--- src/rtl/i2c_master_arbiter.sv ---
// Round-robin arbiter that shares one I2C master between NREQ requesters.
// It issues one START_STB per transaction and returns the result or a timeout error.
module i2c_master_arbiter #(
  parameter int unsigned NREQ    = 4,
  parameter int unsigned TIMEOUT = 1023
) (
  input  logic                 clk,
  input  logic                 rst,
  input  logic [NREQ-1:0]      req,
  input  logic [NREQ-1:0]      req_rnw,
  input  logic [7*NREQ-1:0]    req_addr,
  input  logic [16*NREQ-1:0]   req_wdata,
  output logic [NREQ-1:0]      gnt,
  output logic [NREQ-1:0]      done,
  output logic [15:0]          rd_data,
  output logic                 err,
  output logic                 busy,
  output logic                 m_start_stb,
  output logic                 m_rnw,
  output logic [6:0]           m_addr,
  output logic [15:0]          m_wdata,
  input  logic [15:0]          m_rd_data,
  input  logic                 m_done,
  input  logic                 m_nack
);

  localparam int unsigned IW = (NREQ > 1) ? $clog2(NREQ) : 1;
  localparam int unsigned TW = $clog2(TIMEOUT + 1);

  typedef enum logic [1:0] {S_IDLE, S_ISSUE, S_WAIT, S_RESP} state_t;

  state_t          r_state, w_next;
  logic [IW-1:0]   r_ptr, r_idx, w_win;
  logic [TW-1:0]   r_timer;
  logic [15:0]     r_rd_data;
  logic            r_err, r_rnw, w_found, w_tmo;
  logic [6:0]      r_addr;
  logic [15:0]     r_wdata;
  logic [NREQ-1:0] w_onehot;

  assign w_tmo = (r_timer == TW'(TIMEOUT - 1));

  // Scan upward from the pointer, wrapping, and take the first pending request.
  always_comb begin
    int unsigned c;
    c       = 0;
    w_found = 1'b0;
    w_win   = '0;
    for (int unsigned k = 0; k < NREQ; k++) begin
      c = 32'(r_ptr) + k;
      if (c >= NREQ) c = c - NREQ;
      if (!w_found && req[c]) begin
        w_found = 1'b1;
        w_win   = IW'(c);
      end
    end
  end

  always_comb begin
    w_onehot        = '0;
    w_onehot[r_idx] = 1'b1;
  end

  always_comb begin
    w_next      = r_state;
    gnt         = '0;
    done        = '0;
    rd_data     = '0;
    err         = 1'b0;
    busy        = (r_state != S_IDLE);
    m_start_stb = 1'b0;
    case (r_state)
      S_IDLE:  if (w_found) w_next = S_ISSUE;
      S_ISSUE: begin
        gnt         = w_onehot;
        m_start_stb = 1'b1;
        w_next      = S_WAIT;
      end
      S_WAIT: begin
        gnt = w_onehot;
        if (m_done || w_tmo) w_next = S_RESP;
      end
      S_RESP: begin
        gnt     = w_onehot;
        done    = w_onehot;
        rd_data = r_rd_data;
        err     = r_err;
        w_next  = S_IDLE;
      end
      default: w_next = S_IDLE;
    endcase
  end

  always_ff @(posedge clk) begin
    if (!rst) begin
      r_state   <= S_IDLE;
      r_ptr     <= '0;
      r_idx     <= '0;
      r_timer   <= '0;
      r_rd_data <= '0;
      r_err     <= 1'b0;
      r_rnw     <= 1'b0;
      r_addr    <= '0;
      r_wdata   <= '0;
    end else begin
      r_state <= w_next;
      case (r_state)
        S_IDLE: if (w_found) begin
          r_idx   <= w_win;
          r_rnw   <= req_rnw[w_win];
          r_addr  <= req_addr[w_win*7 +: 7];
          r_wdata <= req_wdata[w_win*16 +: 16];
        end
        S_ISSUE: r_timer <= '0;
        // m_done takes priority over a timeout landing on the same cycle.
        S_WAIT: begin
          if (m_done) begin
            r_rd_data <= m_rd_data;
            r_err     <= m_nack;
          end else if (w_tmo) begin
            r_rd_data <= '0;
            r_err     <= 1'b1;
          end else begin
            r_timer <= r_timer + TW'(1);
          end
        end
        S_RESP: r_ptr <= (r_idx == IW'(NREQ - 1)) ? '0 : r_idx + IW'(1);
        default: ;
      endcase
    end
  end

  assign m_rnw   = r_rnw;
  assign m_addr  = r_addr;
  assign m_wdata = r_wdata;

endmodule

--- config.mk ---
export PLATFORM = sky130hd
export DESIGN_NAME = i2c_master_arbiter
export DESIGN_NICKNAME = d
export VERILOG_FILES = /design/src/rtl/i2c_master_arbiter.sv
export SDC_FILE = /design/constraint.sdc
export NUM_CORES = 1
export LEC_CHECK = 0
export ABC_AREA = 1
export CORE_UTILIZATION = 43
export CTS_CLUSTER_DIAMETER = 100
export DETAILED_ROUTE_END_ITERATION = 6
export PLACE_DENSITY = 0.82
export SETUP_SLACK_MARGIN = 0.2
export SLEW_MARGIN = 20
export SYNTH_ARGS = -nofsm -noshare
export SYNTH_HDL_FRONTEND = slang
export SYNTH_SLANG_ARGS = --single-unit
export TNS_END_PERCENT = 10
--- constraint.sdc ---
create_clock -name clk -period 2.45 [get_ports clk]
set_input_delay 0.3675 -clock clk [delete_from_list [all_inputs] [get_ports clk]]
set_output_delay 0.3675 -clock clk [all_outputs]
set_load 0.005 [all_outputs]
==> impl_metrics.yaml <==
status:
  outcome: "finished, final reports clean"
grt:
  largest_net_degree_at_the_start_of_global_routing: 40
  antenna_found_initial: 0
  grt_remaining_overflow: 0
  global_route_wire_length_before_repair_mm: 18.3
  grt_util_all_layers_pct: 23.4
  grt_pass1_vias: 4159
timing:
  slew_viol_final: 0
  actual_slew_at_the_worst_max_slew_pin_ns: 0.547
  timing.slew.headroom_pct: 63.5
  rsz0062_at_grt: "true"
  timing.fmax_mhz: 465
  finalSetupViolations: 0
  final.min_clock_period_ns: 2.15
  finalHoldViolations: 0
  skew_ns: 0.0114
  period_share_pct: 87.8
  fin_tns_setup_ns: 0
worst_hold_path:
  worst_hold_path_type: "reg -> reg"
  timing.hold.worst_endpoint: "r_err$_SDFFE_PN0P_"
  whs_path_depth: 2
  hold_path.startpoint: "r_err$_SDFFE_PN0P_"
routing:
  drt-initial-drc-count: 226
  drc: 0
  antenna_left: 0
  dr.pass1.iters: 5
  drt-vias-per-instance: 4.87
  vias: 4600
  routedWlPerCell_um: 11.9
  detail_route.wirelength_mm: 11.3
synth:
  synth_commonest_cells: "207 x nand2_1, 120 x inv_1, 69 x nor2_1"
  post-synth-top-count-cell: "nand2_1"
  postSynth.topFlopCell: "dfxtp_1"
  async_reset_ff_share_pct: 0
  synth_area_leader_cell: "dfxtp_1"
  postSynthCellCount: 664
  synth_edf_count: 0
  mappedNetlistArea_um2: 3870
  ys_seq_elements: 57
  syn_avg_cell_area_um2: 5.83
  synth_top_cell_area_share_pct: 29.5
  synth-warning-count: 0
  post_synth_num_cell_types: 26
  synth_seq_area_share_pct: 29.5
  synthesized_nets: 794
  yosys-top-cells-area: "dfxtp_1 29%, nand2_1 20%, inv_1 12%, nor2_1 6.7%, nand3_1 6.3%"
clocking:
  clockRootBuffer: "clkbuf_8"
  cts_setup_buffers: 0
  numClockSinks: 57
  h-tree-depth: 3
  hold_buffers: 0
  tritoncts: "built"
  clock_tree.buffer_depth: 2
  clkTransAtPathRegs_ns: 0.06
  worst_skew_pair.late_latency_ns: 0.33
  numCtsBuffers: 9
power_and_ir_drop:
  power.static_leakage_nw: 2.94
  swShare_pct: 43.5
  cell_internal_pwr_mw: 2.85
  switching_power_mw: 2.19
  power.ir.vdd_worst_uv: 524
  power.density_nw_per_um2: 857
  clock_power_share_pct: 14.6
  combinationalPowerShare_pct: 59.2
  sequential_cell_fraction_of_total_power_pct: 26.2
place:
  post-dp-hpwl_mm: 8.67
  port_buffers: 170
  gp_routability_congestion: 0.862
  dp.cells: 928
  placement.cell_area_um2: 5720
finish:
  finalNetCount: 961
  final_cells: 944
  syn_to_final_growth_pct: 51.9
  final_area_um2: 5880
  ratio_of_cells_with_drive_above_1_in_the_final_layout_pct: 6.22
  diodes: 0
  final_core_utilization_pct: 67.4
worst_setup_path:
  critical_path.startpoint_type: "flip-flop"
  cp_data_required_time_ns: 2.08
  worst_r2r_path_depth: 14
  critical_path_arrival_ns: 1.78
  r2r_slack_ns: 0.34
  end_kind: "output port"
  critical_path.reg2reg.endpoint: "m_wdata[11]$_SDFFE_PN0P_"
  critPathMaxFanout: 6
  timing_worst_setup_path_type: "reg -> out"
  reg2reg_from: "r_ptr[0]$_SDFFE_PN0P_"
job:
  cap_viol_max_count: 0
floorplanning:
  rows: 34
  die_height_um: 96.9
  std_cell_core_area_um2: 8720
  start_util_pct: 44.4
  fp.dieArea_um2: 9390
  design.portCount: 171
  die_width_um: 96.9
==> power by group through the flow <==
| stage | clock [mW] | sequential [mW] | combinational [mW] |
|---|---|---|---|
| 6_report | 0.734 | 1.32 | 2.98 |
| 5_1_grt | 0.803 | 1.35 | 3.33 |
| 4_1_cts | 0.757 | 1.32 | 2.99 |
| 3_5_place_dp | 0 | 1.34 | 2.97 |
| 3_3_place_gp | 0 | 1.33 | 2.91 |
| 2_1_floorplan | 0 | 1.32 | 1.83 |
==> cell type report <==
type                       instances  area, um2
clock buffer                      10        128
fill                             773       2840
multi-input combinational        450       2110
sequential                        57       1140
inverter                         127        477
timing repair buffer             186       1860
clock inverter                     6       35.0
tap                              108        135
==> through the flow <==
| step | power [mW] | setup slack [ns] | hold WS [ns] |
|---|---|---|---|
| 2_1_floorplan | 3.15 | 0.662 | 0.429 |
| 3_3_place_gp | 4.24 | 0.162 | 0.436 |
| 3_5_place_dp | 4.31 | 0.0644 | 0.449 |
| 4_1_cts | 5.07 | 0.276 | 0.459 |
| 5_1_grt | 5.49 | 0.158 | 0.485 |
| 6_report | 5.04 | 0.299 | 0.460 |
==> routing by layer <==
layer  up-vias  track usage, %  wire (um)
li1       2379               -          -
met1      2012            27.0       4660
met2       187            39.9       5390
met3        22            7.44        959
met4         0            9.30        258
met5         -               0          0
==> layout by cell type (no fill, tap or decap), drive strengths merged, types with 5 or more instances in the layout <==
master         count
a21oi             28
buf               16
clkbuf            10
clkdlybuf4s50    170
dfxtp             57
ha                10
inv              127
nand2            213
nand3             52
nand4             36
nor2              71
nor3               5
o21ai             27
==> critical path, stage by stage, from the launching register on <==
cell             delay (ns)
dfxtp_1                0.36
inv_1                  0.09
ha_1                   0.30
inv_1                  0.18
clkdlybuf4s50_1        0.52
==> kinds of logic after synthesis <==
logic type | Yosys count | share of synthesized area, %
simple gates | 378 | 42.4
xor+xnor | 5 | 1.13
fa+ha+maj | 10 | 3.23
compound gates | 57 | 7.53
buf+inv | 157 | 16.2
flops | 57 | 29.5
==> registers in the layout, summed over array words and instances, names as in the netlist <==
name       flops
m_wdata       16
r_rd_data     16
r_timer       10
m_addr         7
r_idx          2
r_ptr          2
r_state        2
m_rnw          1
r_err          1
==> worst max-delay path by stage <==
stage | start | endpoint | slack (ns) | cells past startpoint
after floorplan | r_timer[0]$_SDFFE_PN0P_ | r_timer[5]$_SDFFE_PN0P_ | 0.66 | 13
final | r_state[0]$_SDFFE_PN0P_ | busy | 0.30 | 4
after CTS | r_state[0]$_SDFFE_PN0P_ | busy | 0.28 | 4
after global routing | r_timer[0]$_SDFFE_PN0P_ | r_timer[5]$_SDFFE_PN0P_ | 0.16 | 14
after global placement | req[1] | m_wdata[11]$_SDFFE_PN0P_ | 0.16 | 14
after detailed placement | req[1] | m_wdata[11]$_SDFFE_PN0P_ | 0.06 | 14
==> what timing repair did <==
action                                  in CTS  in global routing
pin swaps                                    0                  0
resized for setup                            1                  1
endpoints found under the setup margin       1                 16
endpoints found under the hold margin        0                  0
Note: power is estimated with default switching activity, not from simulation.
